==> config.mk <==
export PLATFORM = sky130hd
export DESIGN_NAME = uart_rx
export DESIGN_NICKNAME = d
export VERILOG_FILES = /design/src/rtl/uart_rx.sv
export SDC_FILE = /design/constraint.sdc
export NUM_CORES = 1
export LEC_CHECK = 0
export CAP_MARGIN = 20
export CORE_MARGIN = 4
export CORE_UTILIZATION = 35
export CTS_CLUSTER_DIAMETER = 30
export DETAILED_ROUTE_END_ITERATION = 8
export GPL_TIMING_DRIVEN = 0
export SLEW_MARGIN = 10
export SYNTH_ARGS = -nofsm -noshare
export SYNTH_HDL_FRONTEND = slang
export SYNTH_SLANG_ARGS = --single-unit
==> constraint.sdc <==
create_clock -name clk -period 3.55 [get_ports clk]
set_input_delay 0.5325 -clock clk [delete_from_list [all_inputs] [get_ports clk]]
set_output_delay 0.5325 -clock clk [all_outputs]
set_load 0.1 [all_outputs]
==> src/rtl/uart_rx.sv <==
// UART receiver: 2-FF synchronised rx line, oversampled bit timing driven by
// baud_tick16, LSB-first 8-bit frames with one stop bit.
// Build option: define RX_PARITY_EN for 8E1 frames. This adds a PARITY state
// and a live parity_err output. Left undefined, frames are 8N1 and
// parity_err is tied low.
module uart_rx #(
    parameter int OVERSAMPLE = 16
) (
    input  logic       clk,
    input  logic       areset_n,
    input  logic       baud_tick16,
    input  logic       rx,
    output logic [7:0] data_out,
    output logic       rx_valid,
    output logic       busy,
    output logic       frame_err,
    output logic       parity_err
);

    localparam int CNT_W = $clog2(OVERSAMPLE);
    localparam logic [CNT_W-1:0] S_MID  = CNT_W'(OVERSAMPLE / 2 - 1);
    localparam logic [CNT_W-1:0] S_LAST = CNT_W'(OVERSAMPLE - 1);

    localparam logic [2:0] IDLE   = 3'd0;
    localparam logic [2:0] START  = 3'd1;
    localparam logic [2:0] DATA   = 3'd2;
`ifdef RX_PARITY_EN
    localparam logic [2:0] PARITY = 3'd3;
`endif
    localparam logic [2:0] STOP   = 3'd4;

    logic             rx_meta_p0;
    logic             rx_s;
    logic [2:0]       state;
    logic [CNT_W-1:0] s_cnt;
    logic [2:0]       nbit;
    logic [7:0]       shreg;
`ifdef RX_PARITY_EN
    logic             par_bad;

    // Even parity: the parity bit plus the data bits must hold an even
    // number of ones, so any nonzero XOR is a mismatch.
    function automatic logic parity_mismatch(input logic par_bit,
                                             input logic [7:0] bits);
        return par_bit ^ (^bits);
    endfunction
`endif

    // Two-flop synchroniser. It resets to the idle (high) level so that
    // leaving reset never looks like a start edge.
    always_ff @(posedge clk or negedge areset_n) begin
        if (!areset_n) begin
            rx_meta_p0 <= 1'b1;
            rx_s       <= 1'b1;
        end else begin
            rx_meta_p0 <= rx;
            rx_s       <= rx_meta_p0;
        end
    end

    // Frame FSM: bit timing, data shifting and the registered result pulses.
    always_ff @(posedge clk or negedge areset_n) begin
        if (!areset_n) begin
            state     <= IDLE;
            s_cnt     <= '0;
            nbit      <= '0;
            shreg     <= '0;
            data_out  <= 8'h00;
            rx_valid  <= 1'b0;
            frame_err <= 1'b0;
`ifdef RX_PARITY_EN
            par_bad    <= 1'b0;
            parity_err <= 1'b0;
`endif
        end else begin
            rx_valid  <= 1'b0;
            frame_err <= 1'b0;
`ifdef RX_PARITY_EN
            parity_err <= 1'b0;
`endif
            case (state)
                IDLE: begin
                    // The start edge is taken immediately, not on a tick,
                    // so back-to-back frames lose no time.
                    if (!rx_s) begin
                        state <= START;
                        s_cnt <= '0;
                    end
                end
                START: begin
                    if (baud_tick16) begin
                        if (s_cnt == S_MID) begin
                            // A line that is high again at mid-start is a
                            // glitch. Drop it silently.
                            state <= rx_s ? IDLE : DATA;
                            s_cnt <= '0;
                            nbit  <= '0;
                        end else begin
                            s_cnt <= s_cnt + 1'b1;
                        end
                    end
                end
                DATA: begin
                    if (baud_tick16) begin
                        if (s_cnt == S_LAST) begin
                            shreg <= {rx_s, shreg[7:1]};
                            nbit  <= nbit + 1'b1;
                            s_cnt <= '0;
                            if (nbit == 3'd7) begin
`ifdef RX_PARITY_EN
                                state <= PARITY;
`else
                                state <= STOP;
`endif
                            end
                        end else begin
                            s_cnt <= s_cnt + 1'b1;
                        end
                    end
                end
`ifdef RX_PARITY_EN
                PARITY: begin
                    if (baud_tick16) begin
                        if (s_cnt == S_LAST) begin
                            par_bad <= parity_mismatch(rx_s, shreg);
                            state   <= STOP;
                            s_cnt   <= '0;
                        end else begin
                            s_cnt <= s_cnt + 1'b1;
                        end
                    end
                end
`endif
                STOP: begin
                    if (baud_tick16) begin
                        if (s_cnt == S_LAST) begin
                            state <= IDLE;
                            s_cnt <= '0;
                            // Exactly one outcome per frame. data_out only
                            // moves on a clean frame.
                            if (!rx_s) begin
                                frame_err <= 1'b1;
`ifdef RX_PARITY_EN
                            end else if (par_bad) begin
                                parity_err <= 1'b1;
`endif
                            end else begin
                                data_out <= shreg;
                                rx_valid <= 1'b1;
                            end
                        end else begin
                            s_cnt <= s_cnt + 1'b1;
                        end
                    end
                end
                default: begin
                    state <= IDLE;
                    s_cnt <= '0;
                end
            endcase
        end
    end

`ifndef RX_PARITY_EN
    assign parity_err = 1'b0;
`endif

    // Busy covers every state other than IDLE.
    assign busy = (state != IDLE);

endmodule

==> results of run 1 <==
==> power by group through the flow <==
stage / Sequential, mW / Clock [mW] / Combinational [mW]
finish: 0.394 / 0.282 / 0.329
global route: 0.400 / 0.303 / 0.364
CTS: 0.394 / 0.291 / 0.330
detailed placement: 0.400 / 0 / 0.328
global placement: 0.399 / 0 / 0.318
floorplan: 0.394 / 0 / 0.265
==> synth_stat cells, drive strengths merged (3+ instances only) <==
| library cell | count |
|---|---|
| nor2 | 6 |
| dfrtp | 28 |
| inv | 4 |
| o21ai | 5 |
| nand3 | 3 |
| nand2 | 5 |
| a22o | 5 |
| mux2 | 18 |
| ha | 3 |
==> sequential cells by signal, indices dropped and copies added (netlist names) <==
name,cells
s_cnt,4
rx_s,1
rx_valid,1
rx_meta_p0,1
shreg,8
frame_err,1
nbit,3
data_out,8
state,3
==> routing by layer <==
| metal | global-route usage | vias to the layer above | share of wire |
|---|---|---|---|
| met5 | 0 | - | 0 |
| met4 | 0.06263 | 0 | 0.021 |
| met3 | 0.02805 | 5 | 0.024 |
| met2 | 0.1582 | 12 | 0.46 |
| met1 | 0.1405 | 440 | 0.50 |
| li1 | - | 434 | - |
==> worst max-delay path by stage <==
stage               cells past startpoint  slack [ns]            startpoint              endpoint
floorplan                               4        1.67  state[0]$_DFFE_PN0P_  state[2]$_DFFE_PN0P_
global placement                        2        1.07  state[0]$_DFFE_PN0P_                  busy
detailed placement                      2        1.08  state[0]$_DFFE_PN0P_                  busy
CTS                                     2        0.78  state[0]$_DFFE_PN0P_                  busy
global route                            2        0.72  state[0]$_DFFE_PN0P_                  busy
finish                                  2        0.79  state[0]$_DFFE_PN0P_                  busy
==> critical path: stages, from the launching register on <==
cell	delay [ns]
dfrtp_1	0.41
or3_2	0.55
clkdlybuf4s50_1	0.99
==> stage by stage <==
stage | util | setup slack, ns | std cells | power, mW | hold WS, ns
final | 0.4522 | 0.7878 | 178 | 1.005 | 0.2831
after detailed placement | 0.4270 | 1.079 | 170 | 0.7285 | 0.3468
after global routing | 0.4522 | 0.7152 | 178 | 1.066 | 0.3445
after floorplan | - | 1.674 | 108 | 0.6591 | 0.2369
after CTS | 0.4522 | 0.7778 | 178 | 1.015 | 0.3152
after global placement | 0.4283 | 1.074 | 170 | 0.7168 | 0.3484
==> cells by family (layout without fill, tap and decap cells) <==
| family | Yosys count | count (layout) | synth area share |
|---|---|---|---|
| fa+ha+maj | 3 | 3 | 0.02653 |
| xor+xnor | 1 | 1 | 0.006190 |
| mux | 20 | 20 | 0.1600 |
| simple gates | 25 | 25 | 0.1123 |
| other cells | 1 | 1 | 0.002650 |
| compound gates | 20 | 20 | 0.1167 |
| flops | 30 | 30 | 0.5323 |
| buf+inv | 8 | 30 | 0.04333 |
==> final cells by class <==
class	instances	share of cell area
inverter	4	0.008804
sequential	30	0.4417
clock buffer	6	0.04842
buffer	4	0.02715
multi-input combinational	70	0.3522
clock inverter	2	0.007337
timing repair buffer	14	0.07924
tap	48	0.03522
==> flow_summary.json, run 1 <==
{
  "yosys_warnings": 0,
  "cts_setup_buffers": 0,
  "p_sw_frac": 0.3544,
  "antenna_left": 0,
  "fillers": 350,
  "vias": 891,
  "fmax_ghz": 0.3620,
  "multi_input_area_um2": 600.6,
  "post_synth_inst_count": 108,
  "syn_area_mm2": 0.001415,
  "syn_to_final_growth_pct": 20.51,
  "die_area_mm2": 0.005124,
  "grt-ovfl-total": 0,
  "port_buffers": 14,
  "max_cap_violations": 0,
  "grt_pass1_wl_um": 4312,
  "final-hold-violation-count": 0,
  "r2r_slack_ns": 1.74,
  "fin_crit_sh": 0.7781,
  "p_sw_uw": 356.1,
  "leakagePower_nw": 0.8009,
  "pwr-share-clk": 0.281,
  "start_util": 0.3752,
  "synthDistinctLibCells": 40,
  "clk_pin_slew_ns": 0.07,
  "synth_top_area_frac": 0.4951,
  "setup_tns_ns": 0,
  "slew_headroom": 0.3507,
  "ctsResizeCount": 0,
  "htreeDepth": 2,
  "place_area_mm2": 0.001610,
  "ys_top_cells_by_area": "dfrtp_1 (50%), mux2_2 (14%), dfstp_2 (3.7%)",
  "dieHeight_um": 71.59,
  "synth_nets": 115,
  "final_cell_area_mm2": 0.001705,
  "seq_area_um2": 753.2,
  "setup-violations-final": 0,
  "mostFrequentLayoutCell": "dfrtp_1",
  "core_mm2": 0.003771,
  "io_pins": 16,
  "worst_pin_slew_ns": 0.9709,
  "reg2reg_from": "state[0]$_DFFE_PN0P_",
  "clock_latency_ns": 0.27,
  "track_usage": 0.1070,
  "drv_slew": 0,
  "grt_pass1_vias": 938,
  "min_period_ns": 2.762,
  "rsz0062_at_grt": "false",
  "num_rows": 22,
  "cts_sinks": 30,
  "initialDrtViolationCount": 32,
  "run_status": "completed",
  "totalWireLength_um": 2457,
  "dr.pass1.iters": 4,
  "postSynth.asyncResetShare": 1.000,
  "seq_area_frac_synth": 0.5323,
  "timing.rr.end": "shreg[5]$_DFFE_PN0P_",
  "crit_type": "reg2out",
  "die_x_um": 71.59,
  "layout_common_cells": "dfrtp_1 (28), mux2_2 (17), clkdlybuf4s50_1 (13)",
  "cts_tree": "done",
  "antenna_cells": 0,
  "gp_congestion": 0.7763,
  "cts-root-buf": "clkbuf_8",
  "ir_worst_vdd_v": 0.0002375,
  "vias_per_cell": 5.006,
  "synth-seq-cells": 30,
  "routedWlPerCell_um": 13.80,
  "arrival_ns": 2.23,
  "fin_skew_ns": 0.007789,
  "holdCritPathClass": "in2async",
  "antenna_found_initial": 0,
  "nNetsFinal": 136,
  "cts_made_buffers": 5,
  "place_hpwl_um": 1709,
  "grt_start_max_net_pins": 31,
  "synth_edf_count": 0,
  "power_density_mw_per_mm2": 589.2,
  "drive_above_1_share": 0.3231,
  "p_int_uw": 648.7,
  "endpoint_kind": "output pin",
  "seq_power_share": 0.392,
  "ys.flop_type": "dfrtp_1",
  "start_kind": "register",
  "combPwrFrac": 0.327,
  "avgSynthCellArea_um2": 13.10,
  "yosysTopAreaCell": "dfrtp_1",
  "required_ns": 3.02,
  "rr_worst_depth": 5,
  "drcViolationCount": 0,
  "clockBufferDepth": 2,
  "cts_hold_buf": 0,
  "critPathMaxFanout": 4
}
Note: power is estimated with default switching activity, not from simulation.
==> run 2, diff against run 1 <==
clock period = 2.7 ns   (was 3.55 ns; I/O delays follow)
==> run 2 against run 1 <==
Against the previous run:
- clock skew barely moved
- first-iteration DRC count increased by 19%
- global-route usage stayed put
- non-clock buffer count did not move
- utilization grew 0.066 points
- clock power rose by 31%
==> flow_summary.json, run 2 (synthesized netlist as in run 1, its figures left out) <==
{
  "final-hold-violation-count": 0,
  "routedWlPerCell_um": 13.81,
  "critPathMaxFanout": 2,
  "clockBufferDepth": 2,
  "setup_tns_ns": 0,
  "stdcell_count": 178,
  "track_usage": 0.1070,
  "critPathTopFamily": "buffers and inverters",
  "place_hpwl_um": 1709,
  "cts_tree": "done",
  "holdCritPathClass": "in2async",
  "crit_type": "reg2out",
  "min_period_ns": 2.179,
  "power_density_mw_per_mm2": 771.8,
  "dp.cells": 170,
  "place_area_mm2": 0.001610,
  "vias_per_cell": 5.039,
  "fmax_ghz": 0.4589,
  "drcViolationCount": 0,
  "dr.pass1.iters": 4,
  "multi_input_area_um2": 600.6,
  "dieHeight_um": 71.59,
  "cts-root-buf": "clkbuf_8",
  "max_cap_violations": 0,
  "drv_slew": 0,
  "path_buf_inv": 1,
  "grt_pass1_wl_um": 4312,
  "report.power.total_mw": 1.318,
  "max_stage_delay_ns": 1.14,
  "slew_headroom": 0.3507,
  "mostFrequentLayoutCell": "dfrtp_1",
  "run_status": "completed",
  "ctsResizeCount": 0,
  "path_cells": "clkdlybuf4s50_1",
  "clock_latency_ns": 0.27,
  "io_pins": 16,
  "cts_hold_buf": 0,
  "holdWs_ns": 0.1611,
  "seq_area_um2": 753.2,
  "num_rows": 22,
  "r2r_slack_ns": 0.88,
  "initialDrtViolationCount": 38,
  "ir_worst_vdd_v": 0.0003125,
  "required_ns": 2.30,
  "gp_congestion": 0.7763,
  "nNetsFinal": 136,
  "arrival_ns": 1.77,
  "die_x_um": 71.59,
  "drive_above_1_share": 0.3231,
  "worst_pin_slew_ns": 0.9708,
  "fin_skew_ns": 0.008112,
  "post-place-ws_ns": 0.3569,
  "htreeDepth": 2,
  "antenna_found_initial": 0,
  "cts_setup_buffers": 0,
  "fin_crit_sh": 0.8071,
  "final_cell_area_mm2": 0.001708,
  "port_buffers": 14,
  "vias": 897,
  "grt-ovfl-total": 0,
  "layout_common_cells": "dfrtp_1 (28), mux2_2 (17), clkdlybuf4s50_1 (12)",
  "core_mm2": 0.003771,
  "endpoint_kind": "output pin",
  "cp_slowest_cell": "clkdlybuf4s50_1",
  "die_area_mm2": 0.005124,
  "reg_top3": "data_out (8), shreg (8), s_cnt (4)",
  "totalWireLength_um": 2458,
  "syn_to_final_growth_pct": 20.69,
  "setup_slack_ns": 0.5207,
  "grt_start_max_net_pins": 31,
  "clk_pin_slew_ns": 0.07,
  "antenna_left": 0,
  "cts_sinks": 30,
  "leakagePower_nw": 0.8084,
  "fin_util": 0.4529,
  "rsz0062_at_grt": "false",
  "fillers": 349,
  "start_kind": "register",
  "antenna_cells": 0,
  "setup-violations-final": 0,
  "cts_made_buffers": 5,
  "grt_pass1_vias": 938,
  "start_util": 0.3752
}
[run 2: report_power, final]
part	total [mW]	internal (mW)	switching [mW]
clock network	0.370	0.205	0.165
logic	0.430	0.162	0.268
registers	0.518	0.485	0.0329
total	1.32	0.852	0.466
[run 2: final cells by class]
type,instances,share of cell area
plain buffers,4,0.02711
clock buffers,6,0.04835
clock inverters,2,0.007326
repair buffers,14,0.08059
flip-flops and latches,30,0.4410
inverters,4,0.008791
multi-input cells,70,0.3516
well taps,48,0.03516
[run 2: final timing paths]
path	depth (start not counted)	from	to
worst max-delay path	1	data_out[7]$_DFFE_PN0P_	data_out[7]
worst min-delay path	1	areset_n	s_cnt[2]$_DFFE_PN0P_
worst max register to register	5	state[0]$_DFFE_PN0P_	shreg[6]$_DFFE_PN0P_
worst min register to register	0	rx_meta_p0$_DFF_PN1_	rx_s$_DFF_PN1_
max in group asynchronous	1	areset_n	data_out[3]$_DFFE_PN0P_
min in group clk	0	rx_meta_p0$_DFF_PN1_	rx_s$_DFF_PN1_
[run 2: metal layers]
metal  track usage  wire length (µm)  vias up
met3       0.02805                85        5
met5             0                 0        -
met4       0.06263                50        0
met1        0.1405              1198      436
met2        0.1582              1124       19
li1              -                 -      437
==> run 3, diff against run 2 <==
clock period = 2.3 ns   (was 2.7 ns; I/O delays follow)
==> run 3 against run 2 <==
Against the previous run:
- total power up 17%
- flip-flop and latch count unchanged
- via count up 0.33%
- register-to-register slack worse by 0.39 ns
- worst hold slack worse by 0.060 ns
- final cell count unchanged
- non-clock buffer count unchanged
- cell area down 0.22%
- clock skew about the same
- clock power up 17%
- critical path type unchanged
==> flow_summary.json, run 3 (synthesized netlist as in run 1, its figures left out) <==
{
  "required_ns": 1.96,
  "crit_type": "reg2out",
  "cts_sinks": 30,
  "nNetsFinal": 136,
  "cts_hold_buf": 0,
  "ir_worst_vdd_v": 0.0003669,
  "totalWireLength_um": 2478,
  "clk_pin_slew_ns": 0.07,
  "critPathMaxFanout": 4,
  "setup.worst_path.end": "busy",
  "htreeDepth": 2,
  "vias": 900,
  "fin_crit_sh": 0.9586,
  "r2r_slack_ns": 0.49,
  "drcViolationCount": 0,
  "start_util": 0.3752,
  "min_period_ns": 2.205,
  "rr_worst_depth": 5,
  "cts_made_buffers": 5,
  "mostFrequentLayoutCell": "dfrtp_1",
  "max_stage_delay_ns": 0.62,
  "syn_to_final_growth_pct": 20.42,
  "ctsResizeCount": 1,
  "dr.pass1.iters": 4,
  "gp_congestion": 0.7763,
  "vias_per_cell": 5.056,
  "antenna_left": 0,
  "die_x_um": 71.59,
  "place_hpwl_um": 1709,
  "routedWlPerCell_um": 13.92,
  "setup_tns_ns": 0,
  "initialDrtViolationCount": 32,
  "clockBufferDepth": 2,
  "run_status": "completed",
  "io_pins": 16,
  "cts_setup_buffers": 0,
  "worst_pin_slew_ns": 0.9708,
  "num_rows": 22,
  "start_kind": "register",
  "startpoint": "state[0]$_DFFE_PN0P_",
  "drv_slew": 0,
  "holdCritPathClass": "in2async",
  "power_density_mw_per_mm2": 905.6,
  "grt_pass1_vias": 938,
  "grt_pass1_wl_um": 4312,
  "fmax_ghz": 0.4535,
  "leakagePower_nw": 0.8017,
  "fillers": 351,
  "antenna_found_initial": 0,
  "max_cap_violations": 0,
  "endpoint_kind": "output pin",
  "grt-ovfl-total": 0,
  "fin_skew_ns": 0.007993,
  "reg2reg_from": "state[0]$_DFFE_PN0P_",
  "reg_top3": "data_out (8), shreg (8), s_cnt (4)",
  "clock_latency_ns": 0.27,
  "slew_headroom": 0.3507,
  "track_usage": 0.1070,
  "layout_common_cells": "dfrtp_1 (28), mux2_2 (17), clkdlybuf4s50_1 (12)",
  "dieHeight_um": 71.59,
  "final-hold-violation-count": 0,
  "cp_slowest_cell": "dlygate4sd2_1",
  "drive_above_1_share": 0.3231,
  "report.power.total_mw": 1.543,
  "arrival_ns": 1.86,
  "setup-violations-final": 0,
  "antenna_cells": 0,
  "grt_start_max_net_pins": 31,
  "holdWs_ns": 0.1008,
  "core_mm2": 0.003771,
  "cts_tree": "done",
  "timing.rr.end": "shreg[6]$_DFFE_PN0P_",
  "port_buffers": 14,
  "die_area_mm2": 0.005124,
  "path_cells": "or3_2 > dlygate4sd2_1",
  "rsz0062_at_grt": "false",
  "cts-root-buf": "clkbuf_8"
}
run 3: worst min path at each step:
| stage | slack, ns | to |
|---|---|---|
| final | 0.10 | s_cnt[2]$_DFFE_PN0P_ |
| after global routing | 0.16 | data_out[4]$_DFFE_PN0P_ |
| after CTS | 0.13 | s_cnt[2]$_DFFE_PN0P_ |
| after detailed placement | 0.35 | rx_s$_DFF_PN1_ |
| after global placement | 0.35 | rx_s$_DFF_PN1_ |
| after floorplan | 0.05 | data_out[0]$_DFFE_PN0P_ |
run 3: routing by layer:
metal,vias to the layer above,global-route usage,wire length [µm],part of all wire
met2,13,0.1582,1135,0.46
li1,437,-,-,-
met1,445,0.1405,1239,0.50
met3,5,0.02805,54,0.022
met5,-,0,0,0
met4,0,0.06263,50,0.020
run 3: final cells by class:
cell class,instances,area (µm²),area share
plain buffers,4,46.29,0.02717
clock buffers,6,82.58,0.04846
clock inverters,2,12.51,0.007342
inverters,4,15.01,0.008811
multi-input cells,70,600.6,0.3524
flip-flops and latches,30,753.2,0.4420
well taps,48,60.06,0.03524
repair buffers,14,133.9,0.07856
run 3: worst max-delay path: cells and delay by family, from the launching register on:
| kind | cells | cell delay (ns) |
|---|---|---|
| buffers and inverters | 1 | 0.62 |
| AND/OR/NAND/NOR | 1 | 0.55 |
| flip-flops | 1 | 0.41 |
run 3: where the power goes:
| group | internal, mW | switching [mW] |
|---|---|---|
| sequential | 0.570 | 0.0385 |
| combinational | 0.184 | 0.317 |
| clock | 0.240 | 0.194 |
| total | 0.994 | 0.549 |
run 3: stage by stage:
stage          cells  utilization  cell area (µm²)  worst slack (ns)
6_report         178       0.4519             1704           0.09515
3_5_place_dp     170       0.4270             1610           0.01691
4_1_cts          178       0.4519             1704           0.09131
5_1_grt          178       0.4519             1704           0.02921
3_3_place_gp     170       0.4283             1615           0.01188
2_1_floorplan    108            -             1415            0.4237
